### src/rtl/vga_timing_gen.sv
// Parametrised VGA/VESA raster timing generator: h/v counters plus a registered sync/enable/marker stage.
// Optional frame counter output is enabled by defining VGA_FRAME_COUNT_EN.
module vga_timing_gen #(
    parameter int CNT_W      = 10,
    parameter int H_ACTIVE   = 640,
    parameter int H_FP       = 16,
    parameter int H_SYNC     = 96,
    parameter int H_BP       = 48,
    parameter int V_ACTIVE   = 480,
    parameter int V_FP       = 10,
    parameter int V_SYNC     = 2,
    parameter int V_BP       = 33,
    parameter bit H_SYNC_POL = 1'b0,
    parameter bit V_SYNC_POL = 1'b0
) (
    input  logic             clk_25MHz,
    input  logic             reset,
    input  logic             ce,
    output logic [CNT_W-1:0] h_count,
    output logic [CNT_W-1:0] v_count,
    output logic             hsync,
    output logic             vsync,
    output logic             de,
    output logic             line_end,
    output logic             frame_start
`ifdef VGA_FRAME_COUNT_EN
    ,
    output logic [15:0]      frame_count
`endif
);

    localparam int H_TOTAL      = H_ACTIVE + H_FP + H_SYNC + H_BP;
    localparam int V_TOTAL      = V_ACTIVE + V_FP + V_SYNC + V_BP;
    localparam int H_SYNC_START = H_ACTIVE + H_FP;
    localparam int H_SYNC_END   = H_SYNC_START + H_SYNC;
    localparam int V_SYNC_START = V_ACTIVE + V_FP;
    localparam int V_SYNC_END   = V_SYNC_START + V_SYNC;

    initial begin
        if (H_TOTAL > 2 ** CNT_W || V_TOTAL > 2 ** CNT_W)
            $error("vga_timing_gen: H_TOTAL=%0d or V_TOTAL=%0d exceeds 2**CNT_W=%0d",
                   H_TOTAL, V_TOTAL, 2 ** CNT_W);
        if (H_SYNC < 1 || V_SYNC < 1 || H_ACTIVE < 1 || V_ACTIVE < 1)
            $error("vga_timing_gen: sync widths and active sizes must be >= 1");
    end

    logic [CNT_W-1:0] h_int;
    logic [CNT_W-1:0] v_int;
    logic             h_last;
    logic             v_last;
    logic             hs_act;
    logic             vs_act;
    logic             de_d;
    logic             line_end_d;
    logic             frame_start_d;

    // Decode is done in int so a sync end equal to 2**CNT_W cannot truncate to zero.
    always_comb begin
        h_last        = 1'b0;
        v_last        = 1'b0;
        hs_act        = 1'b0;
        vs_act        = 1'b0;
        de_d          = 1'b0;
        line_end_d    = 1'b0;
        frame_start_d = 1'b0;
        h_last        = int'(h_int) == H_TOTAL - 1;
        v_last        = int'(v_int) == V_TOTAL - 1;
        hs_act        = int'(h_int) >= H_SYNC_START && int'(h_int) < H_SYNC_END;
        vs_act        = int'(v_int) >= V_SYNC_START && int'(v_int) < V_SYNC_END;
        de_d          = int'(h_int) < H_ACTIVE && int'(v_int) < V_ACTIVE;
        line_end_d    = h_last;
        frame_start_d = h_int == '0 && v_int == '0;
    end

    // ce is a pure advance qualifier: with ce low every register, markers included, holds.
    always_ff @(posedge clk_25MHz or posedge reset) begin
        if (reset) begin
            h_int       <= '0;
            v_int       <= '0;
            h_count     <= '0;
            v_count     <= '0;
            hsync       <= !H_SYNC_POL;
            vsync       <= !V_SYNC_POL;
            de          <= 1'b0;
            line_end    <= 1'b0;
            frame_start <= 1'b0;
        end else if (ce) begin
            h_count     <= h_int;
            v_count     <= v_int;
            hsync       <= hs_act ? H_SYNC_POL : !H_SYNC_POL;
            vsync       <= vs_act ? V_SYNC_POL : !V_SYNC_POL;
            de          <= de_d;
            line_end    <= line_end_d;
            frame_start <= frame_start_d;
            if (h_last) begin
                h_int <= '0;
                v_int <= v_last ? '0 : v_int + 1'b1;
            end else begin
                h_int <= h_int + 1'b1;
            end
        end
    end

`ifdef VGA_FRAME_COUNT_EN
    logic [15:0] frame_int;

    // frame_int counts completed frames; the output copy lines up with pixel (0,0) of the next frame.
    always_ff @(posedge clk_25MHz or posedge reset) begin
        if (reset) begin
            frame_int   <= '0;
            frame_count <= '0;
        end else if (ce) begin
            frame_count <= frame_int;
            if (h_last && v_last)
                frame_int <= frame_int + 16'd1;
        end
    end
`endif

endmodule

### config.mk
export PLATFORM = sky130hd
export DESIGN_NAME = vga_timing_gen
export DESIGN_NICKNAME = d
export VERILOG_FILES = /design/src/rtl/vga_timing_gen.sv
export SDC_FILE = /design/constraint.sdc
export NUM_CORES = 1
export LEC_CHECK = 0
export BUFFER_PORTS_ARGS = -buffer_cell sky130_fd_sc_hd__buf_2
export CORE_ASPECT_RATIO = 1.2
export CORE_MARGIN = 1
export CORE_UTILIZATION = 55
export DETAILED_ROUTE_END_ITERATION = 8
export PLACE_DENSITY = 0.81
export SYNTH_ARGS = -nofsm -noshare
export SYNTH_HDL_FRONTEND = slang
export SYNTH_SLANG_ARGS = --single-unit
export TNS_END_PERCENT = 50
### constraint.sdc
create_clock -name clk_25MHz -period 2 [get_ports clk_25MHz]
set_input_delay 0.4 -clock clk_25MHz [delete_from_list [all_inputs] [get_ports clk_25MHz]]
set_output_delay 0.4 -clock clk_25MHz [all_outputs]
set_load 0.1 [all_outputs]
# Yosys cells after proc, flatten, opt, wreduce, memory -nomap -nowiden
# Index checks and enable logic that the tools add are counted.
# W data, S select, Z words.
# classes
n_lt_le_gt_ge,6
add_sub_neg,2
mux,4
reduce_logical,7
eq_ne,2
# ops
cell,count
$add A10 B1 Y10 const B,2
$logic_not A10 Y1,2
$lt A10 B10 Y1 const B,2
$lt A10 B9 Y1 const B,2
$mux W10,2
$eq A10 B10 Y1 const B,1
$eq A10 B9 Y1 const B,1
$ge A10 B10 Y1 const B,1
$ge A10 B9 Y1 const B,1
$logic_and A1 B1 Y1,4
$mux W1,2
$reduce_and A2 Y1,1
# totals
output_inout_bits,25
in_bits,3
word_cells,30
regBits,45

# Longest topological paths before layout
# Gate-level depths: netlist (run 1).
# depth
depth_word,3
mapped_depth,6
ltp_nobuf,6

# Least setup slack after synthesis (run 1)
# OpenSTA, ideal clock, no wires.
# synth_path
path_kind,register to register
start,register h_int[0]
end,register v_int[9]
t_required_ns,1.880
synth_period_minus_slack_ns,1.520
path_stages_with_launch,6
setup_time_ns,0.120
path_buffers,0
t_arrival_ns,1.400
slack_ns,0.480
path_cell_list,dfrtp_1 ha_1 nand4_2 nor4_4 mux2i_1 nor2_1
# synth_between
elab_chain_cells,2
# synth_lines
element,line_no,source
"start, declared",47,logic [CNT_W-1:0] h_int;
"start signal, assigned",99,h_int <= h_int + 1'b1;
$eq A10 B9 Y1,66,h_last = int'(h_int) == H_TOTAL - 1;
$reduce_and A2 Y1 (no line),n/a,
"end signal, assigned",97,v_int <= v_last ? '0 : v_int + 1'b1;
"end, declared",48,logic [CNT_W-1:0] v_int;
# Every way passes these cells.
# A chain may end at the register's enable or synchronous reset.

# Worst setup path after layout (run 1)
# layout_path
start,register h_int[0]
end,register v_int[6]
# Same word-level chain as after synthesis.

==> results.txt, run 1 <==
----------------------------------------------------
[Detailed routing]
  Total length of routed met3 wires ... 183 um
  Drt first-iter violations ... 62
  Remaining DRCs ... 0
  WL met2 ... 2160 um
  Topmost layer with routed signal wires ... met4
  Remaining number of nets flagged by the antenna check after routing ... 0
  Via count normalized by instance count ... 5.73
  Final Routed Wirelength ... 4150 um
  Post-Route M1 WL ... approximately 1700 um
  Routed wirelength normalized by instance count ... 16.0 um
  Via count ... 1483
  First-pass DRT Iterations ... 4

[Layout]
  Fill cells ... 304
  Net count of the finished layout ... 214
  Fraction of layout cells with a size suffix above 1 ... 0.309
  Storage cell area ... 1130 sq um
  Share of the core filled with cells in the final layout ... 0.644
  Footprint of the multi-input gates ... around 890 sq um
  Area growth from synthesis to final layout ... 10.6%
  Antenna Diode Count ... 0

[Setup path]
  Setup Crit Path Kind ... flip-flop to flip-flop
  Data required time at the worst endpoint ... between 2 and 2.5 ns
  Worst-path cell with the longest stage delay ... sky130_fd_sc_hd__dfrtp_1
  Bufs and invs on worst path ... 0
  Maximum fanout count along the critical path ... 10
  Crit path launch type ... flip-flop
  Arrival time of the worst setup path ... approximately 2.0 ns
  Cell family with most CP delay ... simple AND/OR/NAND/NOR gates
  CP Cell Sequence ... ha_1 > and4_1 > and3_1 > nand4_1 > xnor2_1
  Kind of end point of the critical path ... flip-flop
  Highest cell delay on the worst timing path ... 0.43 ns

[Clock network]
  Register clock-pin slew on the reported worst setup and hold paths ... 0.08 ns
  Clock Sink Count ... 45
  Post-CTS sizing ... 0
  Post-CTS repair timing setup buffer count ... 0
  TritonCTS clock tree ... done
  Root cell of the clock tree ... sky130_fd_sc_hd__clkbuf_8
  Clock H-tree levels ... 2
  Quantity of hold-fixing buffers added after cts ... 0
  TritonCTS Buffers ... 5
  Clock latency on the worst-skew pair ... roughly 0.3 ns
  Bufs on Longest Clock Path ... 2

[Place]
  Routability Congestion ... approximately 0.86
  Number of buffer cells added on primary ports ... 27
  Sum of net half-perimeters after detailed placement ... 2890 um

[Synthesis]
  Number of register bits inferred by synthesis ... 45
  YS warnings ... 0
  Sequential element share of the synthesized area ... 0.529
  Async SR Flop Fraction ... 1.00
  Number of distinct library cell variants in the gate-level netlist after synthesis ... 41
  Post-synthesis average cell area ... between 10 and 15 sq um
  Leading register cell type out of synthesis ... sky130_fd_sc_hd__dfrtp_1
  Post-Synthesis Net Count ... around 190
  Post-synth EDFFs ... 0
  Instance count of the mapped netlist ... roughly 180
  Netlist Area Pre-Place ... 2130 sq um

[Floorplan]
  Die boundary height ... 70.2 um
  Die W ... slightly below 60 um
  Number of top-level pins ... 28
  Overall die area ... between 4000 and 5000 sq um
  Standard-cell rows ... 24
  Placeable core area ... ~3700 sq um
  Initial core utilization ... 0.582

[GRT]
  Combined global-route utilization of all metal layers ... 0.228
  Maximum number of pins on one net before global-route repair ... between 40 and 50
  Wire length of the first global-routing pass ... 6890 um
  Overflow left after global routing ... 0
  Initial antenna violation count ... 0
  Number of global-route vias before repair ... 1472

[Timing]
  Total Negative Setup Slacks ... 0 ns
  Share of the clock period used by the worst path ... 0.903
  Max-slew headroom at the worst pin ... 0.632
  Hold Violations, Final ... 0
  Total setup violations reported at the end of the flow ... 0
  Final critical-path required period ... 1.81 ns
  Setup repair after global routing missed its margin ... no
  Slew at the pin closest to its max-slew limit ... 0.552 ns
  Highest clock frequency the design can meet ... 554 MHz
  Max Clock Skew ... 0.00919 ns
  Final Slew Violations ... 0

[Power and ir drop]
  Internal power summed over all cells ... 0.00148 W
  Power per standard cell area ... 1090 nW/um^2
  Sequential power share ... 0.468
  P_sw ... ~0.0011 W
  Clk network pwr share ... 0.207
  Combinational power share ... 0.325
  Leakage power ... between 1 and 1.5 nW
  Proportion of total power due to net switching ... 0.427
  Worst IR Drop VDD ... 1.03 mV

[Status]
  Result of the run ... complete, no violations

[Flow run]
  Total of max-cap violations ... 0

[Worst hold path]
  Hold crit path type ... input pin to asynchronous set/reset pin

----------------------------------------------------
## kinds of logic after synthesis
kind of cell	share of synthesized area
AOI/OAI and AO/OA	0.0551
xor gates and xnor gates	0.0411
adders and majority gates	0.0293
buffers and inverters	0.0516
DFF	0.529
muxes	0.126
and+or+nand+nor	0.168
## worst register-to-register path, cell delays in order, from the launching register on
cell and delay (ns):
sky130_fd_sc_hd__dfrtp_1 0.43, sky130_fd_sc_hd__ha_1 0.26, sky130_fd_sc_hd__and4_1 0.27, sky130_fd_sc_hd__and3_1 0.39
sky130_fd_sc_hd__nand4_1 0.18, sky130_fd_sc_hd__xnor2_1 0.16
## routing by layer
metal  global-route usage  vias up
li1                     -      696
met1                0.268      723
met2                0.366       51
met3               0.0667       13
met4                0.124        0
met5                    0        -
## cells in the mapped netlist, types with 2 or more instances
master | number | area, sq um
sky130_fd_sc_hd__nand3_1 | 9 | 45.0
sky130_fd_sc_hd__nor4_1 | 3 | 18.8
sky130_fd_sc_hd__o22ai_1 | 2 | 12.5
sky130_fd_sc_hd__nand2_1 | 8 | 30.0
sky130_fd_sc_hd__xnor2_1 | 6 | 52.6
sky130_fd_sc_hd__buf_4 | 3 | 22.5
sky130_fd_sc_hd__buf_2 | 3 | 15.0
sky130_fd_sc_hd__nor2_1 | 7 | 26.3
sky130_fd_sc_hd__ha_1 | 5 | 62.6
sky130_fd_sc_hd__mux2i_1 | 2 | 20.0
sky130_fd_sc_hd__nor3b_1 | 3 | 22.5
sky130_fd_sc_hd__and4_1 | 2 | 17.5
sky130_fd_sc_hd__nand4bb_1 | 2 | 22.5
sky130_fd_sc_hd__nand4b_1 | 2 | 17.5
sky130_fd_sc_hd__xor2_1 | 4 | 35.0
sky130_fd_sc_hd__nand4_1 | 5 | 31.3
sky130_fd_sc_hd__dfstp_2 | 2 | 52.6
sky130_fd_sc_hd__clkbuf_1 | 3 | 11.3
sky130_fd_sc_hd__and3_1 | 3 | 18.8
sky130_fd_sc_hd__buf_6 | 2 | 22.5
sky130_fd_sc_hd__and3_2 | 2 | 15.0
sky130_fd_sc_hd__o21ai_0 | 10 | 50.1
sky130_fd_sc_hd__a21oi_1 | 3 | 15.0
sky130_fd_sc_hd__dfrtp_1 | 43 | 1080
sky130_fd_sc_hd__inv_1 | 9 | 33.8
sky130_fd_sc_hd__nor2b_1 | 2 | 12.5
sky130_fd_sc_hd__mux2_2 | 22 | 248
## registers in the layout, summed over array words and instances (netlist names)
register / count
vsync: 1
de: 1
h_count: 10
line_end: 1
frame_start: 1
hsync: 1
v_int: 10
h_int: 10
v_count: 10
## worst paths after layout
| path | to | slack [ns] | from | depth (start not counted) |
|---|---|---|---|---|
| worst max-delay path | v_int[6]$_DFFE_PP0P_ | 0.19 | h_int[0]$_DFFE_PP0P_ | 5 |
| worst min-delay path | h_count[3]$_DFFE_PP0P_ | 0.22 | reset | 3 |
| worst max register to register | v_int[6]$_DFFE_PP0P_ | 0.19 | h_int[0]$_DFFE_PP0P_ | 5 |
| worst min register to register | hsync$_DFFE_PP1P_ | 0.49 | hsync$_DFFE_PP1P_ | 2 |
| max in group asynchronous | hsync$_DFFE_PP1P_ | 1.39 | reset | 3 |
| min in group clk_25MHz | h_int[1]$_DFFE_PP0P_ | 0.48 | ce | 3 |
## cell usage in the layout (no fill, tap or decap)
cell type / Yosys / final
sky130_fd_sc_hd__dfrtp_1: 43 / 43
sky130_fd_sc_hd__buf_2: 3 / 27
sky130_fd_sc_hd__mux2_2: 22 / 22
sky130_fd_sc_hd__o21ai_0: 10 / 10
sky130_fd_sc_hd__nand3_1: 9 / 9
sky130_fd_sc_hd__inv_1: 9 / 9
sky130_fd_sc_hd__nand2_1: 8 / 8
sky130_fd_sc_hd__nor2_1: 7 / 7
sky130_fd_sc_hd__xnor2_1: 6 / 6
sky130_fd_sc_hd__nand4_1: 5 / 5
sky130_fd_sc_hd__ha_1: 5 / 5
sky130_fd_sc_hd__clkbuf_8: 0 / 5
sky130_fd_sc_hd__xor2_1: 4 / 4
sky130_fd_sc_hd__and3_1: 3 / 3
sky130_fd_sc_hd__nor4_1: 3 / 3
sky130_fd_sc_hd__a21oi_1: 3 / 3
sky130_fd_sc_hd__nor3b_1: 3 / 3
sky130_fd_sc_hd__clkbuf_1: 3 / 3
sky130_fd_sc_hd__buf_4: 3 / 3
sky130_fd_sc_hd__and4_1: 2 / 2
sky130_fd_sc_hd__nor2b_1: 2 / 2
sky130_fd_sc_hd__and3_2: 2 / 2
sky130_fd_sc_hd__mux2i_1: 2 / 2
sky130_fd_sc_hd__nand4b_1: 2 / 2
sky130_fd_sc_hd__nand4bb_1: 2 / 2
sky130_fd_sc_hd__o22ai_1: 2 / 2
sky130_fd_sc_hd__dfstp_2: 2 / 2
sky130_fd_sc_hd__nand4_2: 1 / 1
sky130_fd_sc_hd__and4b_1: 1 / 1
sky130_fd_sc_hd__a21boi_0: 1 / 1
sky130_fd_sc_hd__o31ai_1: 1 / 1
sky130_fd_sc_hd__nand3_2: 1 / 1
sky130_fd_sc_hd__or3_1: 1 / 1
sky130_fd_sc_hd__nor4_4: 1 / 1
sky130_fd_sc_hd__a22o_1: 1 / 1
sky130_fd_sc_hd__or4_1: 1 / 1
sky130_fd_sc_hd__nor3_1: 1 / 1
sky130_fd_sc_hd__nor4b_1: 1 / 1
sky130_fd_sc_hd__o2111ai_1: 1 / 1
sky130_fd_sc_hd__o21a_1: 1 / 1
## final cells by class
cell class	instances	share of cell area
flip-flops and latches	45	0.478
multi-input cells	115	0.379
repair buffers	30	0.0668
clock buffers	8	0.0339
well taps	52	0.0276
inverters	9	0.0143
## metrics by stage
stage | std cells | instance area, sq um | power [W] | hold slack [ns] | worst slack [ns]
6_report | 259 | 2360 | 0.00258 | 0.218 | 0.195
5_1_grt | 259 | 2360 | 0.00269 | 0.279 | 0.121
4_1_cts | 259 | 2360 | 0.00259 | 0.238 | 0.228
3_5_place_dp | 251 | 2280 | 0.00206 | 0.483 | 0.223
3_3_place_gp | 251 | 2280 | 0.00203 | 0.481 | 0.292
2_1_floorplan | 181 | 2130 | 0.00194 | 0.476 | 0.480
## power by group through the flow
| stage | Combinational [W] | Clock [W] | Sequential, W |
|---|---|---|---|
| 3_5_place_dp | 0.000842 | 0 | 0.00122 |
| 5_1_grt | 0.000884 | 0.000585 | 0.00122 |
| 4_1_cts | 0.000844 | 0.000544 | 0.00120 |
| 6_report | 0.000838 | 0.000536 | 0.00121 |
| 3_3_place_gp | 0.000832 | 0 | 0.00120 |
| 2_1_floorplan | 0.000369 | 0 | 0.00157 |
(Power assumes the default switching activity.)
==> run 2: changes to the inputs <==
- CORE_ASPECT_RATIO: 1.2 -> 2
==> results.txt, run 2 (synthesized netlist as in run 1, its figures left out) <==
----------------------------------------------------
[Power and ir drop]
  P_sw ... 0.00111 W (+0.63%)
  Sequential power share ... 0.469 (about the same)
  Combinational power share ... 0.331 (+0.006)
  Worst IR Drop VDD ... 1.03 mV (+0.33%)
  Proportion of total power due to net switching ... 0.429 (+0.00148)
  Leakage power ... 1.12 nW (-0.33%)
  Clk network pwr share ... 0.199 (-0.008)
  Power per standard cell area ... 1100 nW/um^2 (+0.44%)
  Internal power summed over all cells ... 0.00148 W (about the same)

[Detailed routing]
  Remaining number of nets flagged by the antenna check after routing ... 0 (unchanged)
  Routed wirelength normalized by instance count ... 17.4 um (+8.9%)
  Via count ... 1472 (-0.74%)
  Final Routed Wirelength ... 4470 um (+7.6%)
  Remaining DRCs ... 0 (unchanged)
  Via count normalized by instance count ... 5.75 (+0.42%)
  First-pass DRT Iterations ... 4 (unchanged)
  Drt first-iter violations ... 34 (-45%)

[Floorplan]
  Initial core utilization ... 0.585 (+0.00280)
  Placeable core area ... 3650 sq um (-0.48%)
  Overall die area ... 4150 sq um (+0.34%)
  Die W ... 46.0 um (-22%)
  Number of top-level pins ... 28 (unchanged)
  Die boundary height ... 90.1 um (+28%)
  Standard-cell rows ... 31 (+29%)

[Setup path]
  Data required time at the worst endpoint ... 2.18 ns (about the same)
  Highest cell delay on the worst timing path ... 0.43 ns (about the same)
  Arrival time of the worst setup path ... 1.98 ns (about the same)
  Worst-path cell with the longest stage delay ... sky130_fd_sc_hd__dfrtp_1
  CP Cell Sequence ... ha_1 > and4_1 > and3_1 > o21ai_0 > a22o_1
  Kind of end point of the critical path ... flip-flop
  Maximum fanout count along the critical path ... 10 (unchanged)
  Setup Crit Path Kind ... flip-flop to flip-flop
  Crit path launch type ... flip-flop

[Timing]
  Post-route setup slack ... 0.200 ns (+0.00528 ns)
  Highest clock frequency the design can meet ... 556 MHz (+0.29%)
  Share of the clock period used by the worst path ... 0.900 (-0.00264)
  Setup repair after global routing missed its margin ... no
  Total setup violations reported at the end of the flow ... 0 (unchanged)
  Total Negative Setup Slacks ... 0 ns (unchanged)
  Hold Violations, Final ... 0 (unchanged)
  Hold WS ... 0.241 ns (+0.0229 ns)
  Max-slew headroom at the worst pin ... 0.632 (about the same)
  Final critical-path required period ... 1.80 ns (-0.00528 ns)
  Slew at the pin closest to its max-slew limit ... 0.552 ns (+0.000171 ns)
  Max Clock Skew ... 0.00305 ns (-0.00614 ns)
  Final Slew Violations ... 0 (unchanged)

[Worst hold path]
  Hold crit path type ... input pin to asynchronous set/reset pin

[Layout]
  Share of the core filled with cells in the final layout ... 0.646 (+0.00206)
  Antenna Diode Count ... 0 (unchanged)
  Net count of the finished layout ... 214 (unchanged)
  Area growth from synthesis to final layout ... 10.4%
  Highest-count cells in the layout ignoring fill and taps ... sky130_fd_sc_hd__dfrtp_1 (43), sky130_fd_sc_hd__buf_2 (27), sky130_fd_sc_hd__mux2_2 (22)
  Fraction of layout cells with a size suffix above 1 ... 0.309 (unchanged)
  Final non-filler cell total ... 256 (-1.2%)
  Most common cell after layout, fill and taps aside ... sky130_fd_sc_hd__dfrtp_1

[Place]
  Number of buffer cells added on primary ports ... 27 (unchanged)
  Total placed cells including tap cells ... 248 (-1.2%)
  Worst setup slack after placement ... 0.232 ns (+0.00947 ns)
  Routability Congestion ... 0.941 (+9.6%)
  Sum of net half-perimeters after detailed placement ... 3260 um (+13%)

[GRT]
  Combined global-route utilization of all metal layers ... 0.246 (+0.0182)
  Initial antenna violation count ... 0 (unchanged)
  Wire length of the first global-routing pass ... 7420 um (+7.8%)
  Maximum number of pins on one net before global-route repair ... 46 (unchanged)
  Number of global-route vias before repair ... 1565 (+6.3%)
  Overflow left after global routing ... 0 (unchanged)

[Flow run]
  Total of max-cap violations ... 0 (unchanged)

[Clock network]
  TritonCTS Buffers ... 5 (unchanged)
  TritonCTS clock tree ... done
  Post-CTS repair timing setup buffer count ... 0 (unchanged)
  Bufs on Longest Clock Path ... 2 (unchanged)
  Post-CTS sizing ... 0 (unchanged)
  Clock latency on the worst-skew pair ... 0.28 ns (-0.02 ns)
  Clock H-tree levels ... 2 (unchanged)
  Root cell of the clock tree ... sky130_fd_sc_hd__clkbuf_8
  Clock Sink Count ... 45 (unchanged)
  Register clock-pin slew on the reported worst setup and hold paths ... 0.08 ns (about the same)
  Quantity of hold-fixing buffers added after cts ... 0 (unchanged)

[Status]
  Result of the run ... complete, no violations

----------------------------------------------------
## run 2: cell types whose count changed in the layout (fill, tap and decap cells not counted), sizes merged
cell,before,now
clkinv,0,1
inv,9,8
## run 2: final timing paths
| kind | slack (ns) | from | to | depth (start not counted) |
|---|---|---|---|---|
| max | 0.20 | h_int[0]$_DFFE_PP0P_ | h_int[9]$_DFFE_PP0P_ | 5 |
| min | 0.24 | reset | v_int[3]$_DFFE_PP0P_ | 3 |
| max reg2reg | 0.20 | h_int[0]$_DFFE_PP0P_ | h_int[9]$_DFFE_PP0P_ | 5 |
| min reg2reg | 0.49 | hsync$_DFFE_PP1P_ | hsync$_DFFE_PP1P_ | 2 |
| max in group asynchronous | 1.38 | reset | hsync$_DFFE_PP1P_ | 3 |
| min in group clk_25MHz | 0.48 | ce | h_int[1]$_DFFE_PP0P_ | 3 |
## run 2: metrics by stage
step / cell area [sq um] / total power (W)
after global placement: 2280 / 0.00206
after CTS: 2360 / 0.00261
after floorplan: 2130 / 0.00194
final: 2360 / 0.00259
after detailed placement: 2280 / 0.00208
after global routing: 2360 / 0.00272
## run 2: area by class of cell
class	count	area, sq um
Fill cell	315	1290
Sequential cell	45	1130
Multi-Input combinational cell	115	895
Timing Repair Buffer	30	158
Clock buffer	8	80.1
Tap cell	49	61.3
Inverter	9	33.8
## run 2: routing by layer
metal | track usage | up-vias | wire (um)
met3 | 0.0382 | 13 | 124
met5 | 0 | - | 0
met4 | 0.118 | 0 | 155
li1 | - | 688 | -
met1 | 0.282 | 727 | 1730
met2 | 0.417 | 44 | 2450
## run 2: critical path, delay by kind of cell, from the launching register on
family,cells,cell delay (ns)
AOI/OAI and AO/OA,2,0.34
adders and majority gates,1,0.28
DFF,1,0.43
and+or+nand+nor,2,0.65
## run 2: power groups by stage
stage | Combinational [W] | Sequential (W) | Clock, W
6_report | 0.000858 | 0.00122 | 0.000517
2_1_floorplan | 0.000369 | 0.00157 | 0
5_1_grt | 0.000907 | 0.00123 | 0.000587
3_5_place_dp | 0.000858 | 0.00123 | 0
3_3_place_gp | 0.000845 | 0.00122 | 0
4_1_cts | 0.000862 | 0.00121 | 0.000537
